--- src/rtl/can_pkg.sv ---
// Shared CAN definitions: FSM encoding, field widths and CRC-15 polynomial.
// Intended to be imported by both the transmitter and the receiver.
package can_pkg;

  typedef enum logic [2:0] {
    ST_IDLE,
    ST_HEADER,
    ST_DATA,
    ST_CRC,
    ST_TAIL,
    ST_DONE
  } state_t;

  localparam logic [14:0] CRC15_POLY = 15'h4599;

  localparam int ID_A_W    = 11;
  localparam int ID_B_W    = 18;
  localparam int DLC_W     = 4;
  localparam int MAX_BYTES = 8;
  localparam int EOF_BITS  = 7;
  localparam int IFS_BITS  = 3;
  localparam int CRC_W     = 15;

  // SOF, Id_A, RTR, IDE, r0, DLC  /  SOF, Id_A, SRR, IDE, Id_B, RTR, r1, r0, DLC
  localparam int HDR_STD_BITS = 1 + ID_A_W + 3 + DLC_W;
  localparam int HDR_EXT_BITS = 1 + ID_A_W + 2 + ID_B_W + 3 + DLC_W;
  // CRC delimiter, ACK slot, ACK delimiter, EOF, intermission
  localparam int TAIL_BITS    = 3 + EOF_BITS + IFS_BITS;

  // Number of data-field bits: remote frames carry none, DLC above 8 saturates.
  function automatic logic [6:0] data_bits(input logic rtr, input logic [DLC_W-1:0] dlc);
    if (rtr) begin
      return 7'd0;
    end else if (dlc > 4'(MAX_BYTES)) begin
      return 7'(MAX_BYTES * 8);
    end else begin
      return {dlc, 3'b000};
    end
  endfunction

endpackage

--- src/rtl/can_crc15.sv ---
// Serial CAN CRC-15 accumulator, one bit per enabled cycle; result visible the cycle after.
// No backpressure: clear has priority over enable.
module can_crc15
  import can_pkg::*;
(
  input  logic              i_Clock,
  input  logic              i_Reset,
  input  logic              i_Clear,
  input  logic              i_Enable,
  input  logic              i_Bit,
  output logic [CRC_W-1:0]  o_Crc
);

  logic [CRC_W-1:0] r_crc;
  logic             w_fb;

  assign w_fb  = i_Bit ^ r_crc[CRC_W-1];
  assign o_Crc = r_crc;

  always_ff @(posedge i_Clock) begin
    if (i_Reset || i_Clear) begin
      r_crc <= '0;
    end else if (i_Enable) begin
      r_crc <= {r_crc[CRC_W-2:0], 1'b0} ^ (w_fb ? CRC15_POLY : 15'h0000);
    end
  end

endmodule

--- src/rtl/can_tx.sv ---
// Bit-serial CAN 2.0 frame transmitter (no stuffing); SOF leaves one cycle after the accepted request.
// No backpressure: requests arriving while a frame is in flight are dropped.
module can_tx
  import can_pkg::*;
#(
  parameter int CLKS_PER_BIT = 10
) (
  input  logic                i_Clock,
  input  logic                i_Reset,
  input  logic                i_Tx_DV,
  input  logic                i_IDE,
  input  logic                i_RTR,
  input  logic [ID_A_W-1:0]   i_Id_A,
  input  logic [ID_B_W-1:0]   i_Id_B,
  input  logic [DLC_W-1:0]    i_DLC,
  input  logic [63:0]         i_Data,
  output logic                o_Tx_Serial,
  output logic                o_Tx_Active,
  output logic                o_Tx_Done
);

  localparam int CNT_W = (CLKS_PER_BIT > 1) ? $clog2(CLKS_PER_BIT) : 1;

  state_t               r_state;
  state_t               w_next;

  logic [CNT_W-1:0]     r_clk_cnt;
  logic [6:0]           r_bit_cnt;
  logic [HDR_EXT_BITS-1:0] r_hdr;
  logic [63:0]          r_data;
  logic                 r_ide;
  logic [6:0]           r_nbits;
  logic                 r_serial;
  logic                 r_active;

  logic [CRC_W-1:0]     w_crc;
  logic [3:0]           w_crc_idx;
  logic                 w_accept;
  logic                 w_busy;
  logic                 w_bit_end;
  logic                 w_field_end;
  logic [6:0]           w_field_len;
  logic                 w_bit;
  logic                 w_crc_en;
  logic                 w_tx_done;

  assign w_accept  = (r_state == ST_IDLE) && i_Tx_DV;
  assign w_busy    = r_state inside {ST_HEADER, ST_DATA, ST_CRC, ST_TAIL};
  assign w_bit_end = (r_clk_cnt == CNT_W'(CLKS_PER_BIT - 1));
  assign w_crc_idx = 4'd14 - r_bit_cnt[3:0];

  can_crc15 u_crc (
    .i_Clock  (i_Clock),
    .i_Reset  (i_Reset),
    .i_Clear  (w_accept),
    .i_Enable (w_crc_en),
    .i_Bit    (w_bit),
    .o_Crc    (w_crc)
  );

  always_ff @(posedge i_Clock) begin
    if (i_Reset) begin
      r_state <= ST_IDLE;
    end else begin
      r_state <= w_next;
    end
  end

  // w_bit is the bit the FSM is currently on; the registered copy on the pin lags it by one cycle.
  always_comb begin
    w_next      = r_state;
    w_bit       = 1'b1;
    w_field_len = 7'd1;
    w_crc_en    = 1'b0;
    w_tx_done   = 1'b0;
    w_field_end = 1'b0;
    case (r_state)
      ST_IDLE: begin
        if (i_Tx_DV) w_next = ST_HEADER;
      end
      ST_HEADER: begin
        w_bit       = r_hdr[HDR_EXT_BITS-1];
        w_field_len = r_ide ? 7'(HDR_EXT_BITS) : 7'(HDR_STD_BITS);
        w_crc_en    = w_bit_end;
        w_field_end = w_bit_end && (r_bit_cnt == w_field_len - 7'd1);
        if (w_field_end) w_next = (r_nbits != 7'd0) ? ST_DATA : ST_CRC;
      end
      ST_DATA: begin
        w_bit       = r_data[63];
        w_field_len = r_nbits;
        w_crc_en    = w_bit_end;
        w_field_end = w_bit_end && (r_bit_cnt == w_field_len - 7'd1);
        if (w_field_end) w_next = ST_CRC;
      end
      ST_CRC: begin
        w_bit       = w_crc[w_crc_idx];
        w_field_len = 7'(CRC_W);
        w_field_end = w_bit_end && (r_bit_cnt == w_field_len - 7'd1);
        if (w_field_end) w_next = ST_TAIL;
      end
      ST_TAIL: begin
        w_bit       = 1'b1;
        w_field_len = 7'(TAIL_BITS);
        w_field_end = w_bit_end && (r_bit_cnt == w_field_len - 7'd1);
        if (w_field_end) w_next = ST_DONE;
      end
      ST_DONE: begin
        w_tx_done = 1'b1;
        w_next    = ST_IDLE;
      end
      default: begin
        w_next = ST_IDLE;
      end
    endcase
  end

  always_ff @(posedge i_Clock) begin
    if (i_Reset) begin
      r_clk_cnt <= '0;
      r_bit_cnt <= '0;
      r_hdr     <= '0;
      r_data    <= '0;
      r_ide     <= 1'b0;
      r_nbits   <= '0;
      r_serial  <= 1'b1;
      r_active  <= 1'b0;
    end else begin
      r_serial <= w_bit;
      r_active <= w_busy && (w_next != ST_DONE);
      if (w_accept) begin
        r_clk_cnt <= '0;
        r_bit_cnt <= '0;
        r_ide     <= i_IDE;
        r_nbits   <= data_bits(i_RTR, i_DLC);
        r_data    <= i_Data;
        // Header is left-aligned so both formats shift out of the same MSB.
        if (i_IDE) begin
          r_hdr <= {1'b0, i_Id_A, 1'b1, 1'b1, i_Id_B, i_RTR, 2'b00, i_DLC};
        end else begin
          r_hdr <= {1'b0, i_Id_A, i_RTR, 2'b00, i_DLC,
                    {(HDR_EXT_BITS - HDR_STD_BITS){1'b0}}};
        end
      end else if (w_busy) begin
        if (w_bit_end) begin
          r_clk_cnt <= '0;
          r_bit_cnt <= w_field_end ? 7'd0 : r_bit_cnt + 7'd1;
          if (r_state == ST_HEADER) r_hdr  <= {r_hdr[HDR_EXT_BITS-2:0], 1'b0};
          if (r_state == ST_DATA)   r_data <= {r_data[62:0], 1'b0};
        end else begin
          r_clk_cnt <= r_clk_cnt + CNT_W'(1);
        end
      end
    end
  end

  assign o_Tx_Serial = r_serial;
  assign o_Tx_Active = r_active;
  assign o_Tx_Done   = w_tx_done;

endmodule

--- config.mk ---
export PLATFORM = sky130hd
export DESIGN_NAME = can_tx
export DESIGN_NICKNAME = d
export VERILOG_FILES = /design/src/rtl/can_pkg.sv /design/src/rtl/can_crc15.sv /design/src/rtl/can_tx.sv
export SDC_FILE = /design/constraint.sdc
export NUM_CORES = 1
export LEC_CHECK = 0
export BUFFER_PORTS_ARGS = -buffer_cell sky130_fd_sc_hd__buf_4
export CORE_ASPECT_RATIO = 1.1
export CORE_UTILIZATION = 60
export CTS_CLUSTER_DIAMETER = 50
export CTS_CLUSTER_SIZE = 30
export DETAILED_ROUTE_END_ITERATION = 8
export PLACE_DENSITY = 0.87
export SETUP_SLACK_MARGIN = 0.5
export SLEW_MARGIN = 20
export SYNTH_ARGS = -nofsm -noshare
export SYNTH_HDL_FRONTEND = slang
export SYNTH_SLANG_ARGS = --single-unit
export TNS_END_PERCENT = 20
--- constraint.sdc ---
create_clock -name i_Clock -period 3.95 [get_ports i_Clock]
set_input_delay 0.1975 -clock i_Clock [delete_from_list [all_inputs] [get_ports i_Clock]]
set_output_delay 0.1975 -clock i_Clock [all_outputs]
set_load 0.005 [all_outputs]
==> out/qor.yml <==
status: "complete, no violations"
end_kind: "flop"
pin_count: 105
yosys_warnings: 0
antenna_found_initial: 0
final-seq-area_sq_um: 2780
finalCritPeriodShare_pct: 72.6
synth_top_area_cell: "dfxtp_1"
syn_inst: 733
path_cells: "inv_1 > ha_1 > mux4_1 > and2b_1 > a211oi_1 > o31ai_2 > xor2_2 > xnor2_1 > a21oi_1"
fmax_mhz: 349
rsz0062_at_grt: "no"
num_rows: 39
power.total_mw: 3.50
fin_ws_ps: 1080
timing.hold.ws_ps: 28.5
dp_slack_ps: 1210
cts_buffers: 17
synth_common_cells: "139 x dfxtp_1, 130 x nor2_1, 77 x mux2i_1"
synth_area_leaders: "dfxtp_1 44%, mux2i_1 12%, a211oi_1 8.2%"
post_cts_resized: 0
wire_per_inst_um: 15.6
fin_setup_tns_ps: 0
clk_latency_ps: 410
grt_pass1_vias: 5274
cts.sinks: 139
htree_levels: 4
drive_gt1_share_pct: 18.0
grt_usage_pct: 27.1
grt-ovfl-total: 0
routed_via_density: 5.82
die_h_um: 110
synthArstFlopShare_pct: 0
maxSlewHeadroom_pct: 40.0
critPathMaxFanout: 11
diodes: 0
io_buffers: 104
cpPeakStageDelay_ps: 590
path_clk_slew_ps: 60
grt_pass1_wl_um: 23900
ctsHoldBuffers: 0
irDropWorstVdd_v: 0.000264
slew_violations: 0
synth_fp_nets: 841
fill_cells: 724
detail-route-antenna-nets: 0
cellPowerDensity_nw_per_um2: 450
synth_cell_types: 42
cellLeakagePower_nw: 2.85
cts_buffer_depth: 2
worstSetupPathType: "flop to flop"
grt_max_degree: 155
cp_data_arrival_time_ps: 3150
syn2layout_area_growth_pct: 21.9
drt-total-wl_um: 14900
drt_iter0_drc: 386
cp_slowest_cell: "dfxtp_1"
hold_viol: 0
root_buffer: "clkbuf_16"
cts_tree: "built"
yosysMostFrequentCell: "dfxtp_1"
ys.flop_type: "dfxtp_1"
worstPathRequired_ps: 4240
post_cts_buffers: 0
final_nets: 908
tightest_slew_ps: 892
clock_skew_ps: 7.21
netlist_area_sq_um: 6390
firstDrtPassIters: 5
num_vias: 5551
multi_input_area_sq_um: 3340
finalSetupViolCount: 0
drc: 0
gp_congestion: 0.851
fin_crit_ps: 2870
dieArea_sq_um: 11100
hold_path_class: "input pin to flop"
synth_edf_count: 0
die_w_um: 100
syn_area_per_cell_sq_um: 8.72
dp_hpwl_um: 9420
drv_cap: 0
start_util_pct: 61.5
ys_seq_area_share_pct: 43.5
synth_top_cell_area_share_pct: 43.5
worst_setup_path_start_kind: "flop"
ys_ff_latch: 139
core_area_sq_um: 10400
## routing by layer
metal  global-route usage (%)  routed length (um)  part of all wire, %  vias to the layer above
met5                        0                   0                    0                        -
met4                     9.32                 227                  1.5                        0
met3                     6.87                 746                  5.0                       29
met2                     47.1                7420                   50                      166
met1                     32.7                6510                   44                     2621
li1                         -                   -                    -                     2735
## critical path: cells and delay by family, from the launching register on
kind	cells	cell delay (ps)
and+or+nand+nor	1	200
DFF	1	590
buffers and inverters	1	120
muxes	1	330
adders and majority gates	1	430
AOI/OAI and AO/OA	3	510
xor gates and xnor gates	2	570
## power by group
| part | internal (mW) | total, mW | switching (mW) |
|---|---|---|---|
| logic | 0.153 | 0.318 | 0.165 |
| registers | 1.49 | 1.54 | 0.0499 |
| clock network | 1.08 | 1.65 | 0.571 |
## area by class of cell
class                   count  area share, %
clock buffers              21           5.91
clock inverters             8           1.85
inverters                   6          0.289
multi-input cells         525           42.9
flip-flops and latches    139           35.7
well taps                 143           2.30
repair buffers            111           11.0
## state kept, by name, summed over array words and instances, names as in the netlist
name,flops
u_crc.o_Crc,15
o_Tx_Serial,1
r_ide,1
r_hdr,39
r_nbits,4
r_state,3
r_data,64
o_Tx_Active,1
r_bit_cnt,7
r_clk_cnt,4
## through the flow
step	area, sq um	utilization, %	instances
2_1_floorplan	6390	-	733
3_3_place_gp	7190	69.1	924
5_1_grt	7790	75.0	953
6_report	7790	75.0	953
3_5_place_dp	7190	69.1	924
4_1_cts	7790	75.0	953
## logic make-up (layout without fill, tap and decap cells)
kind of cell	count (synthesis)	count (layout)	share of synthesized area [%]
adder cells (fa/ha/maj)	6	6	1.17
AO/OA/AOI/OAI	151	151	16.2
AND/OR/NAND/NOR	263	263	17.8
buffers and inverters	69	146	4.50
flip-flops	139	139	43.5
multiplexers	80	80	13.2
XOR/XNOR	25	25	3.54
## placed cells by master (no fill, tap or decap), types with 2 or more instances in the layout
cell / count
xor2_1: 10
a211oi_1: 70
mux2i_1: 77
or2_2: 2
xnor2_1: 14
mux4_1: 2
bufinv_16: 4
and2_1: 2
clkbuf_1: 2
and3_1: 2
buf_12: 2
o21ai_0: 11
nand4_1: 6
nor2_1: 128
nand3_1: 16
inv_1: 6
clkbuf_16: 17
a311oi_1: 22
nand2b_1: 5
buf_4: 109
ha_1: 6
clkinv_2: 3
nor4_1: 12
nor3_1: 6
nand2_1: 68
clkbuf_8: 2
nor2b_1: 6
a21oi_1: 41
dfxtp_1: 139
## worst paths after layout
path | cells past startpoint | start | slack [ps] | endpoint
worst max-delay path | 9 | r_bit_cnt[0] | 1080 | u_crc.o_Crc[10]
worst min-delay path | 3 | i_Data[0] | 30 | r_data[0]
worst max register to register | 9 | r_bit_cnt[0] | 1080 | u_crc.o_Crc[10]
worst min register to register | 2 | r_hdr[4] | 470 | r_hdr[4]
No activity file was read; power rests on OpenSTA's default activity.
